**config.mk**
```make
export PLATFORM = sky130hd
export DESIGN_NAME = transmissor_ascii_uc_flat
export DESIGN_NICKNAME = d
export VERILOG_FILES = /design/src/rtl/transmissor_ascii_uc_pkg.sv /design/src/rtl/transmissor_ascii_uc_if.sv /design/src/rtl/transmissor_ascii_uc_contador_m.sv /design/src/rtl/transmissor_ascii_uc.sv /design/src/flat_wrapper.sv
export SDC_FILE = /design/constraint.sdc
export NUM_CORES = 1
export LEC_CHECK = 0
export BUFFER_PORTS_ARGS = -buffer_cell sky130_fd_sc_hd__buf_2
export CELL_PAD_IN_SITES_DETAIL_PLACEMENT = 0
export CELL_PAD_IN_SITES_GLOBAL_PLACEMENT = 1
export CORE_AREA = 2 2 41 43
export CTS_CLUSTER_DIAMETER = 50
export CTS_CLUSTER_SIZE = 12
export DETAILED_ROUTE_END_ITERATION = 16
export DIE_AREA = 0 0 43 45
export GPL_ROUTABILITY_DRIVEN = 0
export PLACE_DENSITY_LB_ADDON = 0.1
export SLEW_MARGIN = 20
export SYNTH_ARGS = -nofsm -noshare
export SYNTH_HDL_FRONTEND = slang
export SYNTH_SLANG_ARGS = --single-unit
```
**constraint.sdc**
```tcl
create_clock -name clock -period 1.6 [get_ports clock]
set_input_delay 0.16 -clock clock [delete_from_list [all_inputs] [get_ports clock]]
set_output_delay 0.16 -clock clock [all_outputs]
set_load 0.01 [all_outputs]
```
**src/rtl/transmissor_ascii_uc_pkg.sv**
```systemverilog
// -----------------------------------------------------------------------------
// transmissor_ascii_uc_pkg
//   Shared definitions for the ASCII transmitter control unit and its datapath:
//   state codes (shown on db_estado) and the default message geometry.
//   Optional feature macro used by the unit: TX_TIMEOUT_EN.
// -----------------------------------------------------------------------------
package transmissor_ascii_uc_pkg;

   localparam int unsigned N_CHARS_DEF = 8;   // characters per message (D0..D7)
   localparam int unsigned SEL_W_DEF   = 3;   // mux select width

   // State codes double as the debug display value.
   typedef enum logic [3:0] {
      ST_INICIAL   = 4'd0,
      ST_PREPARA   = 4'd1,
      ST_TRANSMITE = 4'd2,
      ST_ESPERA    = 4'd3,
      ST_PROXIMO   = 4'd4,
      ST_FIM       = 4'd5
   } estado_t;

endpackage

```
**src/rtl/transmissor_ascii_uc_if.sv**
```systemverilog
// -----------------------------------------------------------------------------
// transmissor_ascii_uc_if
//   Handshake bundle between the requester / serial transmitter side (master)
//   and the control unit (slave).
//   partida   : start request
//   tx_pronto : serial transmitter finished current character
//   sel       : mux select / index of current character
//   transmite : 1-cycle start pulse to the serial transmitter
//   zera_fd   : 1-cycle datapath clear at message start
//   pronto    : 1-cycle message finished (or aborted)
//   ocupado   : unit busy (any state except INICIAL)
//   erro      : sticky timeout flag (only with TX_TIMEOUT_EN)
//   db_estado : current state code
// -----------------------------------------------------------------------------
interface transmissor_ascii_uc_if #(
   parameter int unsigned SEL_W = 3
);
   logic             partida;
   logic             tx_pronto;
   logic [SEL_W-1:0] sel;
   logic             transmite;
   logic             zera_fd;
   logic             pronto;
   logic             ocupado;
   logic             erro;
   logic [3:0]       db_estado;

   modport master (
      output partida, tx_pronto,
      input  sel, transmite, zera_fd, pronto, ocupado, erro, db_estado
   );

   modport slave (
      input  partida, tx_pronto,
      output sel, transmite, zera_fd, pronto, ocupado, erro, db_estado
   );
endinterface

```
**src/rtl/transmissor_ascii_uc_contador_m.sv**
```systemverilog
// -----------------------------------------------------------------------------
// contador_m
//   Modulo-M up counter used as the tx_pronto wait timeout.
//   Only built when TX_TIMEOUT_EN is defined (the control unit instantiates it
//   only then).
//   i_clk   : clock, rising edge
//   i_rst_n : asynchronous active-low reset
//   i_zera  : synchronous clear (priority over i_conta)
//   i_conta : count enable
//   o_fim   : count value equals M-1
// -----------------------------------------------------------------------------
`ifdef TX_TIMEOUT_EN
module contador_m #(
   parameter int unsigned M = 16,
   parameter int unsigned N = 4
) (
   input  logic i_clk,
   input  logic i_rst_n,
   input  logic i_zera,
   input  logic i_conta,
   output logic o_fim
);
   logic [N-1:0] r_q;

   always_ff @(posedge i_clk or negedge i_rst_n) begin
      if (!i_rst_n)
         r_q <= '0;
      else if (i_zera)
         r_q <= '0;
      else if (i_conta)
         r_q <= (r_q == N'(M - 1)) ? '0 : r_q + N'(1);
   end

   assign o_fim = (r_q == N'(M - 1));
endmodule
`endif

```
**src/rtl/transmissor_ascii_uc.sv**
```systemverilog
// -----------------------------------------------------------------------------
// transmissor_ascii_uc
//   Control unit of the 8-character ASCII transmitter (angle + distance, 7O1).
//   One partida sends characters 0..N_CHARS-1: drives sel, pulses transmite,
//   waits tx_pronto per character and pulses pronto at the end.
//   Ports:
//     clock : system clock, rising edge
//     reset : asynchronous active-low reset
//     bus   : transmissor_ascii_uc_if.slave (partida, tx_pronto in;
//             sel, transmite, zera_fd, pronto, ocupado, erro, db_estado out)
//   Macro TX_TIMEOUT_EN: bounds the tx_pronto wait to TIMEOUT_CICLOS clocks
//   and raises the sticky erro flag on expiry. Undefined: erro is tied 0.
// -----------------------------------------------------------------------------
module transmissor_ascii_uc
   import transmissor_ascii_uc_pkg::*;
#(
   parameter int unsigned N_CHARS        = N_CHARS_DEF,
   parameter int unsigned SEL_W          = SEL_W_DEF,
   parameter int unsigned TIMEOUT_CICLOS = 10000,
   parameter int unsigned TMO_W          = 14
) (
   input  logic                   clock,
   input  logic                   reset,
   transmissor_ascii_uc_if.slave  bus
);

   estado_t          r_estado;
   estado_t          w_prox;
   logic [SEL_W-1:0] r_sel;
   logic             w_ultimo;
   logic             w_em_espera;
   logic             w_timeout;

   assign w_ultimo    = (r_sel == SEL_W'(N_CHARS - 1));
   assign w_em_espera = (r_estado == ST_ESPERA);

   // Parameter sanity guard: this block only elaborates for an inconsistent
   // set, making it visible in the hierarchy.
   if (((1 << SEL_W) < N_CHARS) || ((1 << TMO_W) < TIMEOUT_CICLOS)) begin : g_param_invalido
   end

`ifdef TX_TIMEOUT_EN
   logic w_tmo_fim;
   logic r_erro;

   // Cleared in every other state, so it restarts from 0 on each ESPERA entry.
   contador_m #(
      .M (TIMEOUT_CICLOS),
      .N (TMO_W)
   ) u_timeout (
      .i_clk   (clock),
      .i_rst_n (reset),
      .i_zera  (!w_em_espera),
      .i_conta (w_em_espera),
      .o_fim   (w_tmo_fim)
   );

   assign w_timeout = w_em_espera && w_tmo_fim;

   always_ff @(posedge clock or negedge reset) begin
      if (!reset)
         r_erro <= 1'b0;
      else if (r_estado == ST_PREPARA)
         r_erro <= 1'b0;
      else if (w_timeout && !bus.tx_pronto)
         r_erro <= 1'b1;
   end

   assign bus.erro = r_erro;
`else
   assign w_timeout = 1'b0;
   assign bus.erro  = 1'b0;
`endif

   // State register
   always_ff @(posedge clock or negedge reset) begin
      if (!reset)
         r_estado <= ST_INICIAL;
      else
         r_estado <= w_prox;
   end

   // Next-state logic; tx_pronto takes priority over an expiring timeout.
   always_comb begin
      w_prox = r_estado;
      case (r_estado)
         ST_INICIAL:   if (bus.partida) w_prox = ST_PREPARA;
         ST_PREPARA:   w_prox = ST_TRANSMITE;
         ST_TRANSMITE: w_prox = ST_ESPERA;
         ST_ESPERA: begin
            if (bus.tx_pronto)
               w_prox = w_ultimo ? ST_FIM : ST_PROXIMO;
            else if (w_timeout)
               w_prox = ST_FIM;
         end
         ST_PROXIMO:   w_prox = ST_TRANSMITE;
         ST_FIM:       w_prox = ST_INICIAL;
         default:      w_prox = ST_INICIAL;
      endcase
   end

   // Character index: cleared at message start, advanced between characters.
   always_ff @(posedge clock or negedge reset) begin
      if (!reset)
         r_sel <= '0;
      else if (r_estado == ST_PREPARA)
         r_sel <= '0;
      else if ((r_estado == ST_PROXIMO) && !w_ultimo)
         r_sel <= r_sel + SEL_W'(1);
   end

   // Moore outputs
   assign bus.sel       = r_sel;
   assign bus.zera_fd   = (r_estado == ST_PREPARA);
   assign bus.transmite = (r_estado == ST_TRANSMITE);
   assign bus.pronto    = (r_estado == ST_FIM);
   assign bus.ocupado   = (r_estado != ST_INICIAL);
   assign bus.db_estado = r_estado;

endmodule

```
**src/flat_wrapper.sv**
```systemverilog
// flat-port wrapper written by rule: the top's interface ports become plain ports
module transmissor_ascii_uc_flat import transmissor_ascii_uc_pkg::*;
#(
   parameter int unsigned N_CHARS        = N_CHARS_DEF,
   parameter int unsigned SEL_W          = SEL_W_DEF,
   parameter int unsigned TIMEOUT_CICLOS = 10000,
   parameter int unsigned TMO_W          = 14
)
  (clock, reset, bus_partida, bus_tx_pronto, bus_sel, bus_transmite, bus_zera_fd, bus_pronto, bus_ocupado, bus_erro, bus_db_estado);
  transmissor_ascii_uc_if #(.SEL_W(SEL_W)) bus_i ();
  input  logic clock;
  input  logic reset;
  input wire logic [$bits(bus_i.partida)-1:0] bus_partida;
  input wire logic [$bits(bus_i.tx_pronto)-1:0] bus_tx_pronto;
  output wire logic [$bits(bus_i.sel)-1:0] bus_sel;
  output wire logic [$bits(bus_i.transmite)-1:0] bus_transmite;
  output wire logic [$bits(bus_i.zera_fd)-1:0] bus_zera_fd;
  output wire logic [$bits(bus_i.pronto)-1:0] bus_pronto;
  output wire logic [$bits(bus_i.ocupado)-1:0] bus_ocupado;
  output wire logic [$bits(bus_i.erro)-1:0] bus_erro;
  output wire logic [$bits(bus_i.db_estado)-1:0] bus_db_estado;
  assign bus_i.partida = bus_partida;
  assign bus_i.tx_pronto = bus_tx_pronto;
  assign bus_sel = bus_i.sel;
  assign bus_transmite = bus_i.transmite;
  assign bus_zera_fd = bus_i.zera_fd;
  assign bus_pronto = bus_i.pronto;
  assign bus_ocupado = bus_i.ocupado;
  assign bus_erro = bus_i.erro;
  assign bus_db_estado = bus_i.db_estado;
  transmissor_ascii_uc #(.N_CHARS(N_CHARS), .SEL_W(SEL_W), .TIMEOUT_CICLOS(TIMEOUT_CICLOS), .TMO_W(TMO_W)) u_core (.clock(clock), .reset(reset), .bus(bus_i));
endmodule
```
==> results.sh <==
export IMPL_ys_top_cells_by_area="dfrtp_1, buf_4, ha_1"
export IMPL_critPathLaunchType="flip-flop"
export IMPL_hold_path_class="in -> reg"
export IMPL_grt_antenna_before_repair=0
export IMPL_vias=329
export IMPL_crit_family="compound AO/OA/AOI/OAI gates"
export IMPL_setup_viol=0
export IMPL_h_tree_depth=1
export IMPL_ys_warn_count=0
export IMPL_slew_violations=0
export IMPL_dp_slack_ns=0.0591
export IMPL_drt_first_pass_iters=1
export IMPL_netlist_area_um2=384
export IMPL_hold_viol=0
export IMPL_clkLatencyLatePin_ns=0.24
export IMPL_yosysTopAreaCell="dfrtp_1"
export IMPL_grtUsageTotal=0.0981
export IMPL_final_nets=61
export IMPL_syn_to_final_growth_pct=24.8
export IMPL_yosysUniqueCellTypes=20
export IMPL_ant_nets=0
export IMPL_initial_core_util=0.261
export IMPL_ir_drop_mv=0.687
export IMPL_cts_path_max_buffers=2
export IMPL_fmax_mhz=674
export IMPL_antenna_cells=0
export IMPL_fin_crit_sh=0.927
export IMPL_cpMostUsedCell="ha_1"
export IMPL_power_density_nw_per_um2=1900
export IMPL_wirelength_um=852
export IMPL_chipHeight_um=45
export IMPL_yosysTopAreaCellShare=0.391
export IMPL_critical_path_buf_inv_count=0
export IMPL_r2r_start="u_core.bus.sel[1]"
export IMPL_route_detailed_drc=0
export IMPL_wl_met3_um=82
export IMPL_drt_initial_drc_count=0
export IMPL_m1WireLength_um=376
export IMPL_via_per_inst=4.77
export IMPL_p_total_uw=913
export IMPL_startpoint="u_core.bus.sel[1]"
export IMPL_grt_pass1_wl_um=1330
export IMPL_layout_common_cells="buf_2, dfrtp_1, nor3b_1, a21oi_1, clkbuf_4"
export IMPL_rsz0062_at_grt="no"
export IMPL_wl_met2_um=393
export IMPL_place_area_um2=447
export IMPL_clock_sinks=6
export IMPL_grt_pass1_vias=288
export IMPL_fin_skew_ns=0.00707
export IMPL_hpwl_um=649
export IMPL_cts_buffers_inserted=3
export IMPL_grt_max_degree=14
export IMPL_timing_hold_ws_ns=0.196
export IMPL_top_layer="met3"
export IMPL_crit_fanout=4
export IMPL_overflow=0
export IMPL_cap_viol_max_count=0
export IMPL_die_area_um2=1940
export IMPL_status="finished clean"
export IMPL_tns_ns=0
export IMPL_routedWlPerCell_um=12.3
export IMPL_holdCritStartpoint="bus_tx_pronto"
export IMPL_design_area_um2=479
export IMPL_final_common_cell="buf_2"
export IMPL_crit_path_cell_trace="ha_1 > ha_1 > o21ai_1 > nand2b_1 > a221o_1"
export IMPL_cpPeakStageDelay_ns=0.40
export IMPL_boundaryPins=16
export IMPL_finalCriticalPeriod_ns=1.48
export IMPL_cp_required_ns=1.73
export IMPL_ys_seq_area_frac=0.391
export IMPL_path_clk_slew_ns=0.05
export IMPL_netlist_instances=38
export IMPL_cp_end_kind="flip-flop"
export IMPL_cts_tree="done"
export IMPL_portBuffers=13
export IMPL_die_width_um=43
export IMPL_critical_path_class="reg -> reg"
export IMPL_slowest_stage="dfrtp_1"
export IMPL_fin_ws_ns=0.117
export IMPL_layout_drive_gt1_share=0.377
export IMPL_p_leak_uw=0.000240
export IMPL_ys_seq_elements=6
export IMPL_rows=14
export IMPL_clk_root_buffer_cell="clkbuf_4"
export IMPL_core_area_um2=1470
export IMPL_cp_arrival_ns=1.61
export IMPL_syn_area_per_cell_um2=10.1
## per-layer routing
layer / global-route usage / vias up
li1: - / 164
met1: 0.119 / 152
met2: 0.148 / 13
met3: 0.0400 / 0
met4: 0.0545 / 0
met5: 0 / -
## cells in the mapped netlist (all sizes together)
cell / count
nor2b: 2
nor2: 2
dfrtp: 6
nor3b: 4
o2bb2ai: 2
ha: 2
and3: 1
nand3: 1
buf: 5
a221o: 1
or3: 1
nand2b: 1
a21oi: 3
inv: 1
conb: 1
o21ai: 3
and3b: 1
o21bai: 1
## worst min-delay path: cells and delay by family
family                 cells  cell delay (ns)
and+or+nand+nor            2             0.12
buffers and inverters      1             0.11
## worst paths after layout
check	end	cells after the start	slack (ns)
worst max-delay path	u_core.bus.sel[0]	5	0.12
worst min-delay path	u_core.bus.db_estado[2]	3	0.20
worst max register to register	u_core.bus.sel[0]	5	0.12
worst min register to register	u_core.bus.sel[1]	1	0.54
max in group asynchronous	u_core.bus.sel[1]	2	1.17
min in group asynchronous	u_core.bus.sel[0]	2	0.28
## final cells by class
type	count	area, um2
inverter	1	3.75
clock buffer	3	22.5
multi-input combinational	27	193
sequential	6	150
fill	170	992
timing repair buffer	16	90.1
tap	16	20.0
## state kept, by name, indices dropped and copies added (netlist names)
name                  count
u_core.bus.db_estado      3
u_core.bus.sel            3
## power breakdown
group	switching (uW)	internal (uW)	total, uW
sequential	129	219	348
clock	53.6	84.8	138
combinational	198	228	426
## metrics by stage
stage,instances,util
floorplan,39,-
global placement,65,0.304
detailed placement,65,0.304
CTS,69,0.326
global route,69,0.326
finish,69,0.326
## logic make-up (layout without fill, tap and decap cells)
group | count (synthesis) | after routing | synth area share
AND/OR/NAND/NOR | 13 | 13 | 0.248
AO/OA/AOI/OAI | 10 | 10 | 0.169
buffers and inverters | 6 | 20 | 0.117
flip-flops | 6 | 6 | 0.391
adder cells (fa/ha/maj) | 2 | 2 | 0.0651
other | 1 | 2 | 0.00976
## what timing repair did
action                                  CTS  global route
endpoints found under the setup margin    0             1
buffers inserted                          0             0
hold endpoints to repair                  6             0
gates resized for setup                   0             1
hold buffers                              1             0
No activity file was read; power rests on OpenSTA's default activity.
